===== src/rtl/nes_loader_pkg.sv =====
// Shared types and constants for the iNES ROM loader: FSM states, header magic,
// region sizes and the byte-offset counter width.
package nes_loader_pkg;

    typedef enum logic [2:0] {
        IDLE,
        HEADER,
        TRAINER,
        PRG,
        CHR,
        EXTRA,
        ERROR,
        DRAIN
    } state_t;

    localparam int CNT_W   = 23;
    localparam int ENTRY_W = 30;

    localparam logic [31:0]      INES_MAGIC     = 32'h4E45531A;
    localparam logic [CNT_W-1:0] HEADER_BYTES   = 23'd16;
    localparam logic [CNT_W-1:0] PRG_BANK_BYTES = 23'd16384;
    localparam logic [CNT_W-1:0] CHR_BANK_BYTES = 23'd8192;
    localparam logic [CNT_W-1:0] TRAINER_BYTES  = 23'd512;
    localparam logic [CNT_W-1:0] REGION_LIMIT   = 23'h200000;

    // Byte length of a region given its bank count; 255 PRG banks still fits CNT_W.
    function automatic logic [CNT_W-1:0] region_bytes(input logic [7:0]       banks,
                                                      input logic [CNT_W-1:0] unit);
        return {{(CNT_W-8){1'b0}}, banks} * unit;
    endfunction

endpackage


===== src/rtl/loader_fifo.sv =====
// Synchronous FIFO between the byte parser and the stallable memory write port.
// Pointers carry an extra wrap bit so full and empty are distinguishable.
module loader_fifo #(
    parameter int WIDTH = 30,
    parameter int DEPTH = 8
) (
    input  logic             clk_sys,
    input  logic             reset_n,
    input  logic             i_flush,
    input  logic             i_push,
    input  logic [WIDTH-1:0] i_data,
    input  logic             i_pop,
    output logic [WIDTH-1:0] o_data,
    output logic             o_full,
    output logic             o_empty
);

    localparam int AW = $clog2(DEPTH);

    logic [WIDTH-1:0] r_mem [DEPTH];
    logic [AW:0]      r_wptr;
    logic [AW:0]      r_rptr;
    logic             w_do_push;
    logic             w_do_pop;

    assign o_empty   = (r_wptr == r_rptr);
    assign o_full    = (r_wptr[AW] != r_rptr[AW]) && (r_wptr[AW-1:0] == r_rptr[AW-1:0]);
    assign w_do_pop  = i_pop & ~o_empty;
    // A pop in the same cycle frees the slot, so a push into a full FIFO still lands.
    assign w_do_push = i_push & (~o_full | w_do_pop);
    assign o_data    = r_mem[r_rptr[AW-1:0]];

    always_ff @(posedge clk_sys) begin
        if (!reset_n || i_flush) begin
            r_wptr <= '0;
            r_rptr <= '0;
        end else begin
            if (w_do_push) r_wptr <= r_wptr + 1'b1;
            if (w_do_pop)  r_rptr <= r_rptr + 1'b1;
        end
    end

    always_ff @(posedge clk_sys) begin
        if (w_do_push) r_mem[r_wptr[AW-1:0]] <= i_data;
    end

endmodule


===== src/rtl/nes_rom_loader.sv =====
// Parses an iNES image arriving on the HPS ioctl byte stream, skips any trainer,
// and forwards PRG/CHR payload through a FIFO to a stallable memory write port.
module nes_rom_loader
    import nes_loader_pkg::*;
#(
    parameter logic [7:0]  ROM_INDEX  = 8'd0,
    parameter logic [21:0] CHR_BASE   = 22'h200000,
    parameter int          FIFO_DEPTH = 8
) (
    input  logic        clk_sys,
    input  logic        reset_n,
    input  logic        ioctl_download,
    input  logic [7:0]  ioctl_index,
    input  logic        ioctl_wr,
    input  logic [7:0]  ioctl_dout,
    output logic [21:0] mem_addr,
    output logic [7:0]  mem_data,
    output logic        mem_wr,
    input  logic        mem_ack,
    output logic        busy,
    output logic        load_done,
    output logic        header_valid,
    output logic [7:0]  mapper,
    output logic [7:0]  prg_banks,
    output logic [7:0]  chr_banks,
    output logic        mirroring,
    output logic        err_header,
    output logic        err_overflow
);

    state_t             r_state;
    state_t             w_state_next;
    logic               r_dl_prev;
    logic [CNT_W-1:0]   r_cnt;
    logic [7:0]         r_hdr [8];
    logic               r_busy;
    logic               r_load_done;
    logic               r_header_valid;
    logic               r_err_header;
    logic               r_err_overflow;
    logic [7:0]         r_mapper;
    logic [7:0]         r_prg_banks;
    logic [7:0]         r_chr_banks;
    logic               r_mirroring;

    logic               w_start;
    logic               w_dl_fall;
    logic [CNT_W-1:0]   w_cnt_inc;
    logic [CNT_W-1:0]   w_region_len;
    logic               w_last;
    logic               w_hdr_ok;
    logic               w_count;
    logic               w_hdr_store;
    logic               w_hdr_done;
    logic               w_push;
    logic [21:0]        w_push_addr;
    logic               w_done;
    logic               w_full;
    logic               w_empty;
    logic               w_pop_ok;
    logic               w_overflow;
    logic               w_mem_wr;
    logic [ENTRY_W-1:0] w_head;

    assign w_start   = ioctl_download & ~r_dl_prev & (ioctl_index == ROM_INDEX);
    assign w_dl_fall = ~ioctl_download & r_dl_prev;
    assign w_cnt_inc = r_cnt + 1'b1;
    assign w_last    = (w_cnt_inc == w_region_len);
    assign w_hdr_ok  = ({r_hdr[0], r_hdr[1], r_hdr[2], r_hdr[3]} == INES_MAGIC) &&
                       (r_hdr[4] != 8'd0);

    always_comb begin
        w_region_len = '1;
        unique case (r_state)
            HEADER:  w_region_len = HEADER_BYTES;
            TRAINER: w_region_len = TRAINER_BYTES;
            PRG:     w_region_len = region_bytes(r_prg_banks, PRG_BANK_BYTES);
            CHR:     w_region_len = region_bytes(r_chr_banks, CHR_BANK_BYTES);
            default: ;
        endcase
    end

    // Next-state and per-byte strobes; a new load start overrides everything.
    always_comb begin
        w_state_next = r_state;
        w_count      = 1'b0;
        w_hdr_store  = 1'b0;
        w_hdr_done   = 1'b0;
        w_push       = 1'b0;
        w_push_addr  = '0;
        w_done       = 1'b0;
        if (w_start) begin
            w_state_next = HEADER;
        end else if (w_dl_fall && (r_state != IDLE)) begin
            w_state_next = DRAIN;
        end else begin
            unique case (r_state)
                HEADER: begin
                    if (ioctl_wr) begin
                        w_count     = 1'b1;
                        w_hdr_store = (r_cnt < 23'd8);
                        if (w_last) begin
                            w_hdr_done = 1'b1;
                            if (!w_hdr_ok)      w_state_next = ERROR;
                            else if (r_hdr[6][2]) w_state_next = TRAINER;
                            else                w_state_next = PRG;
                        end
                    end
                end
                TRAINER: begin
                    if (ioctl_wr) begin
                        w_count = 1'b1;
                        if (w_last) w_state_next = PRG;
                    end
                end
                PRG: begin
                    if (ioctl_wr) begin
                        w_count     = 1'b1;
                        w_push      = (r_cnt < REGION_LIMIT);
                        w_push_addr = r_cnt[21:0];
                        if (w_last) w_state_next = (r_chr_banks != 8'd0) ? CHR : EXTRA;
                    end
                end
                CHR: begin
                    if (ioctl_wr) begin
                        w_count     = 1'b1;
                        w_push      = (r_cnt < REGION_LIMIT);
                        w_push_addr = CHR_BASE + r_cnt[21:0];
                        if (w_last) w_state_next = EXTRA;
                    end
                end
                DRAIN: begin
                    if (w_empty) begin
                        w_state_next = IDLE;
                        w_done       = 1'b1;
                    end
                end
                default: ;
            endcase
        end
    end

    always_ff @(posedge clk_sys) begin
        if (!reset_n) r_state <= IDLE;
        else          r_state <= w_state_next;
    end

    always_ff @(posedge clk_sys) begin
        if (!reset_n) begin
            r_dl_prev      <= 1'b0;
            r_cnt          <= '0;
            r_busy         <= 1'b0;
            r_load_done    <= 1'b0;
            r_header_valid <= 1'b0;
            r_err_header   <= 1'b0;
            r_err_overflow <= 1'b0;
            r_mapper       <= '0;
            r_prg_banks    <= '0;
            r_chr_banks    <= '0;
            r_mirroring    <= 1'b0;
        end else begin
            r_dl_prev   <= ioctl_download;
            r_busy      <= (w_state_next != IDLE);
            r_load_done <= w_done;
            if (w_start) begin
                r_cnt          <= '0;
                r_header_valid <= 1'b0;
                r_err_header   <= 1'b0;
                r_err_overflow <= 1'b0;
            end else begin
                if (w_count) r_cnt <= w_last ? '0 : w_cnt_inc;
                if (w_hdr_done) begin
                    r_mapper       <= {r_hdr[7][7:4], r_hdr[6][7:4]};
                    r_prg_banks    <= r_hdr[4];
                    r_chr_banks    <= r_hdr[5];
                    r_mirroring    <= r_hdr[6][0];
                    r_header_valid <= w_hdr_ok;
                    r_err_header   <= ~w_hdr_ok;
                end
                if (w_overflow) r_err_overflow <= 1'b1;
            end
        end
    end

    always_ff @(posedge clk_sys) begin
        if (w_hdr_store) r_hdr[r_cnt[2:0]] <= ioctl_dout;
    end

    assign w_pop_ok   = mem_ack & ~w_empty;
    assign w_overflow = w_push & w_full & ~w_pop_ok;

    loader_fifo #(
        .WIDTH (ENTRY_W),
        .DEPTH (FIFO_DEPTH)
    ) u_fifo (
        .clk_sys (clk_sys),
        .reset_n (reset_n),
        .i_flush (w_start),
        .i_push  (w_push),
        .i_data  ({w_push_addr, ioctl_dout}),
        .i_pop   (mem_ack),
        .o_data  (w_head),
        .o_full  (w_full),
        .o_empty (w_empty)
    );

    // Reset gates the request combinationally so it drops in the reset cycle itself.
    assign w_mem_wr     = ~w_empty & reset_n;
    assign mem_wr       = w_mem_wr;
    assign mem_addr     = w_mem_wr ? w_head[29:8] : 22'd0;
    assign mem_data     = w_mem_wr ? w_head[7:0]  : 8'd0;
    assign busy         = r_busy;
    assign load_done    = r_load_done;
    assign header_valid = r_header_valid;
    assign mapper       = r_mapper;
    assign prg_banks    = r_prg_banks;
    assign chr_banks    = r_chr_banks;
    assign mirroring    = r_mirroring;
    assign err_header   = r_err_header;
    assign err_overflow = r_err_overflow;

endmodule


===== config.mk =====
export PLATFORM = sky130hd
export DESIGN_NAME = nes_rom_loader
export DESIGN_NICKNAME = d
export VERILOG_FILES = /design/src/rtl/nes_loader_pkg.sv /design/src/rtl/loader_fifo.sv /design/src/rtl/nes_rom_loader.sv
export SDC_FILE = /design/constraint.sdc
export NUM_CORES = 1
export LEC_CHECK = 0
export CAP_MARGIN = 30
export CORE_ASPECT_RATIO = 0.6
export CORE_MARGIN = 2
export CORE_UTILIZATION = 45
export DETAILED_ROUTE_END_ITERATION = 8
export PLACE_DENSITY_LB_ADDON = 0.12
export SYNTH_ARGS = -nofsm -noshare
export SYNTH_HDL_FRONTEND = slang
export SYNTH_SLANG_ARGS = --single-unit
export TNS_END_PERCENT = 50

===== constraint.sdc =====
create_clock -name clk_sys -period 4.8 [get_ports clk_sys]
set_input_delay 0.96 -clock clk_sys [delete_from_list [all_inputs] [get_ports clk_sys]]
set_output_delay 0.96 -clock clk_sys [all_outputs]
set_load 0.1 [all_outputs]

==> results of run 1 <==
[synthesized netlist by cell type (21+ instances only)]
cell type,n
a21oi_1,34
and2_1,26
clkbuf_1,45
dfxtp_1,68
edfxtp_1,298
mux2i_1,58
mux4_2,60
nand2_1,27
nand3_1,21
nor2_1,87
nor2b_1,32
o21ai_0,28
xnor2_1,22
[power by group]
group	switching, uW	internal, uW
logic	33.6	19.3
clock network	1150	1580
registers	0.203	3400
[final cells by class]
class                   instances  area, um^2  area share
clock buffers                  44       919.6     0.05113
clock inverters                16       185.2     0.01030
inverters                       6       22.52    0.001252
well taps                     459       574.3     0.03193
repair buffers                110        1364     0.07583
flip-flops and latches        366       10320      0.5736
multi-input cells             559        4604      0.2560
[stage by stage]
stage | area (um^2) | total power [uW]
after CTS | 17990 | 6224
after detailed placement | 16880 | 3522
final | 17990 | 6180
after floorplan | 15180 | 3480
after global placement | 16860 | 3522
after global routing | 17990 | 6361
[state kept, by name, summed over array words and instances, names as in the netlist, 3 cells and up, named ones only]
name,cells
u_fifo.r_mem,240
r_hdr,58
r_cnt,23
chr_banks,8
mapper,8
prg_banks,8
u_fifo.r_rptr,4
u_fifo.r_wptr,4
r_state,3
[layer usage]
layer | global-route usage | vias to the layer above | wire length [um] | share of wire
li1 | - | 3997 | - | -
met1 | 0.3339 | 4463 | 17400 | 0.50
met2 | 0.2769 | 317 | 14470 | 0.42
met3 | 0.04141 | 40 | 2522 | 0.072
met4 | 0.03889 | 0 | 429 | 0.012
met5 | 0 | - | 0 | 0
[logic make-up (layout without fill, tap and decap cells)]
logic type | Yosys count | after routing | synth area share
buffers and inverters | 75 | 176 | 0.02094
adders and majority gates | 3 | 3 | 0.002473
DFF | 366 | 366 | 0.6793
xor gates and xnor gates | 34 | 34 | 0.02143
AOI/OAI and AO/OA | 96 | 96 | 0.03702
and+or+nand+nor | 308 | 308 | 0.1115
muxes | 118 | 118 | 0.1273
[path summary, 6_finish.rpt]
| kind | start | to | cells past startpoint | slack (ns) |
|---|---|---|---|---|
| min | header_valid | header_valid | 2 | 0.46 |
| max | r_cnt[1] | err_header | 11 | 0.81 |
| max reg2reg | r_cnt[1] | err_header | 11 | 0.81 |
| min reg2reg | header_valid | header_valid | 2 | 0.46 |
[critical path, stage by stage (launching register included)]
cell and delay [ns]:
dfxtp_1 0.62, ha_1 0.59, nand3_1 0.15, or4_1 0.53, xnor2_1 0.35, xnor2_1 0.14, nor4_2 0.32, and4_1 0.25
nand4_1 0.10, buf_4 0.31, or2_0 0.30, nor3b_2 0.17
==> results.ini, run 1 <==
[clock_tree]
cts_buffer_depth = 3
cts_tree = built
cts_buffers = 34
post-cts-setup-buffer-count = 0
ctsResizeCount = 0
clock_latency_ns = 0.53
cts_sinks = 366
cts_max_level = 2
cts_hold_buf = 0
path_clk_slew_ns = 0.06
cts_root_buffer = clkbuf_16

[layout]
fin_util = 0.5378
final_common_cell = edfxtp_1
syn_to_final_growth_pct = 18.51
n_antenna_cell = 0
finalNonFillerCells = 1560
most-common-layout-cells = edfxtp_1, nor2_1, dfxtp_1
drive_gt1_frac = 0.1708
fillCellCount = 2759
final_nets = 1101

[route]
vias = 8817
drtPass1Iterations = 5
routedWlPerCell_um = 22.32
totalWireLength_um = 34820
drtAntennaViolNets = 0
viasPerCell = 5.652
drtIter0Drc = 845
drc = 0

[place]
dpl.hpwl_um = 21780
place_ws_ns = 0.8747
io_buffers = 81
gp_congestion = 0.8982
dp_cells = 1500

[grt]
grt_pass1_wl_um = 53850
grt_usage = 0.2031
antenna_found_initial = 2
grt_pass1_vias = 8800
grt_overflow = 0
grt_max_degree = 39

[sta]
relSlewSlack = 0.3351
tns_ns = 0
rsz0062_at_grt = false
fin_worst_skew_ns = 0.01796
drv_slew = 0
finalCritPeriodShare = 0.8318
max_slew.worst_pin.slew_ns = 0.9943
fin_crit_ns = 3.993
setup_slack_ns = 0.8073
max_freq_ghz = 0.2505
final-setup-viol-count = 0
fin_hold_ws_ns = 0.4626
finalHoldViolCount = 0

[worst_setup_path]
cp-end-kind = flip-flop
crit_arrival_ns = 4.38
crit_type = flip-flop to flip-flop
required_ns = 5.19
start_kind = flip-flop
cp_max_fo = 28

[die]
rows = 52
dieArea_um2 = 35260
die_y_um = 146.3
coreArea_um2 = 33440
fp.dieW_um = 241.1
start_util = 0.4538
ios = 82

[synth]
ys_types = 62
synth-seq-cells = 366
ys.warnings.count = 0
synth_cells = 1000
synth_area_per_cell_um2 = 15.18
ys_seq_area_frac = 0.6793
synth-main-ff-cell = edfxtp_1
syn-num-nets = 1024
synth_area_leader_cell = edfxtp_1
synth_top_area_share = 0.5896
synth_area_um2 = 15180
postSynth.asyncResetShare = 0
synth_edf_count = 298
synth_area_leaders = edfxtp_1, dfxtp_1, mux4_2, mux2i_1, nor2_1

[job]
maxCapViolCount = 0

[pwr]
total_leakage_power_uw = 0.005817
powerDensity_nw_per_um2 = 343.6
max-vdd-ir-drop_mv = 0.1985

[run_status]
status = finished, final reports clean

[worst_hold_path]
hold_class = flip-flop to flip-flop

(Power assumes the default switching activity.)
==> inputs of run 2 (changes only) <==
clock period = 3.72 ns   (was 4.8 ns; I/O delays follow)
==> results.ini, run 2 (same netlist as run 1, synthesis figures left out) <==
[layout]
n_antenna_cell = 0  ; unchanged
fillCellCount = 2715  ; -1.6%
final_common_cell = edfxtp_1
drive_gt1_frac = 0.1975  ; +0.02679
final_nets = 1137  ; +3.3%
fin_area_um2 = 18430  ; +2.5%
multiInputGateArea_um2 = 4617  ; +0.27%
regArea_um2 = 10320  ; about the same
syn_to_final_growth_pct = 21.42
most-common-layout-cells = edfxtp_1, nor2_1, dfxtp_1
largest_reg_flops = 240  ; unchanged

[worst_setup_path]
rr_startpoint = r_cnt[11]
cp_max_fo = 25  ; -11%
critPathBufInv = 1  ; unchanged
crit_type = flip-flop to flip-flop
crit_path_start = r_cnt[11]
max_stage_delay_ns = 0.66  ; +0.04 ns
start_kind = flip-flop
cp-end-kind = flip-flop
crit_path_cell_trace = nand4_2 > or4_1 > o21a_1 > a311o_1 > and2_0 > and4_1 > buf_4 > or2_4 > or3_1 > a21oi_1
required_ns = 4.13  ; -1.06 ns
critical_path.slowest_cell = or4_1
worst_path_dominant_cell_family = simple AND/OR/NAND/NOR gates
crit_arrival_ns = 3.96  ; -0.42 ns

[pwr]
pwr-share-seq = 0.549  ; about the same
internal_power_uw = 6464  ; +29%
total_leakage_power_uw = 0.006208  ; +6.7%
netSwitchingFraction = 0.1915  ; -0.0004877
power.share.clock = 0.443  ; +0.002
max-vdd-ir-drop_mv = 0.2797  ; +41%
switchingPower_uw = 1531  ; +29%
pwr-share-comb = 0.009  ; about the same
powerDensity_nw_per_um2 = 433.9  ; +26%

[sta]
max_freq_ghz = 0.2824  ; +13%
relSlewSlack = 0.3338  ; -0.001273
rsz0062_at_grt = false
drv_slew = 0  ; unchanged
finalCritPeriodShare = 0.9520  ; +0.1202
fin_crit_ns = 3.541  ; -0.4513 ns
finalHoldViolCount = 0  ; unchanged
final-setup-viol-count = 0  ; unchanged
max_slew.worst_pin.slew_ns = 0.9962  ; +0.001903 ns
setup_slack_ns = 0.1786  ; -0.6287 ns
fin_worst_skew_ns = 0.02508  ; +0.007128 ns

[die]
dieArea_um2 = 35260  ; unchanged
coreArea_um2 = 33440  ; unchanged
ios = 82  ; unchanged
fp.dieW_um = 241.1  ; unchanged
start_util = 0.4538  ; unchanged
rows = 52  ; unchanged
die_y_um = 146.3  ; unchanged

[worst_hold_path]
worstHoldStart = header_valid
hold_class = flip-flop to flip-flop

[place]
io_buffers = 81  ; unchanged
place_ws_ns = 0.2326  ; -0.6422 ns
postPlaceCellArea_um2 = 17290  ; +2.4%
dpl.hpwl_um = 22780  ; +4.6%
gp_congestion = 0.9283  ; +3.4%

[clock_tree]
cts_buffers = 35  ; +2.9%
path_clk_slew_ns = 0.07  ; about the same
cts_sinks = 366  ; unchanged
cts_max_level = 2  ; unchanged
cts_tree = built
cts_buffer_depth = 3  ; unchanged
cts_root_buffer = clkbuf_16
clock_latency_ns = 0.53  ; about the same
post-cts-setup-buffer-count = 0  ; unchanged

[grt]
grt_max_degree = 61  ; +56%
grt_pass1_vias = 8670  ; -1.5%
grt_usage = 0.2046  ; +0.001560
antenna_found_initial = 1  ; -1
grt_overflow = 0  ; unchanged
grt_pass1_wl_um = 53920  ; +0.13%

[route]
drtPass1Iterations = 5  ; unchanged
drc = 0  ; unchanged
routedWlPerCell_um = 22.24  ; -0.35%
viasPerCell = 5.549  ; -1.8%
totalWireLength_um = 35540  ; +2.1%
vias = 8867  ; +0.57%
drtAntennaViolNets = 0  ; unchanged
drtIter0Drc = 853  ; +0.95%

[run_status]
status = finished, final reports clean

[job]
maxCapViolCount = 0  ; unchanged

[run 2: cell types whose count changed in the layout (fill, tap and decap cells not counted), sizes merged]
cell / change
inv: -2
buf: +35
clkinv: +2
clkbuf: +3
[run 2: final cells by class]
class	instances	area share
clock buffer	47	0.05052
tap	459	0.03117
sequential	366	0.5599
inverter	6	0.001222
timing repair buffer	145	0.09574
multi-input combinational	559	0.2505
clock inverter	16	0.01093
[run 2: repair_timing]
action | CTS | global route
endpoints found under the setup margin | 0 | 1
hold buffers | 0 | 0
resized for setup | 0 | 1
endpoints found under the hold margin | 0 | 0
[run 2: worst reg2reg max path, cell delays in order, from the launching register on]
cell,delay [ns]
dfxtp_1,0.49
nand4_2,0.22
or4_1,0.66
o21a_1,0.25
a311o_1,0.30
and2_0,0.16
and4_1,0.21
buf_4,0.24
or2_4,0.34
or3_1,0.32
a21oi_1,0.26
[run 2: path summary, 6_finish.rpt]
check	slack (ns)	cells after the start	to
setup / recovery	0.18	10	r_cnt[16]
hold / removal	0.48	2	header_valid
setup reg to reg	0.18	10	r_cnt[16]
hold reg to reg	0.48	2	header_valid
[run 2: power groups by stage]
stage / sequential [uW] / clock, uW / combinational, uW
floorplan: 4480 / 0 / 14.8
global placement: 4480 / 0 / 69.5
detailed placement: 4480 / 0 / 70.2
CTS: 4390 / 3630 / 70.2
global route: 4380 / 3790 / 74.5
finish: 4390 / 3540 / 70.1
[run 2: metrics by stage]
| stage | util | hold slack, ns | setup TNS, ns | total power (uW) | std cells |
|---|---|---|---|---|---|
| 4_1_cts | 0.5510 | 0.4926 | 0 | 8082 | 1598 |
| 3_3_place_gp | 0.5171 | 0.4488 | 0 | 4545 | 1535 |
| 6_report | 0.5510 | 0.4824 | 0 | 7995 | 1598 |
| 2_1_floorplan | - | 0.4713 | -4.062 | 4491 | 1000 |
| 5_1_grt | 0.5510 | 0.5171 | 0 | 8245 | 1598 |
| 3_5_place_dp | 0.5171 | 0.4772 | 0 | 4546 | 1535 |
[run 2: per-layer routing]
metal,vias to the layer above,part of all wire,global-route usage
met5,-,0,0
met4,0,0.0088,0.03642
met3,27,0.066,0.03441
met2,306,0.42,0.2792
met1,4462,0.51,0.3427
li1,4072,-,-
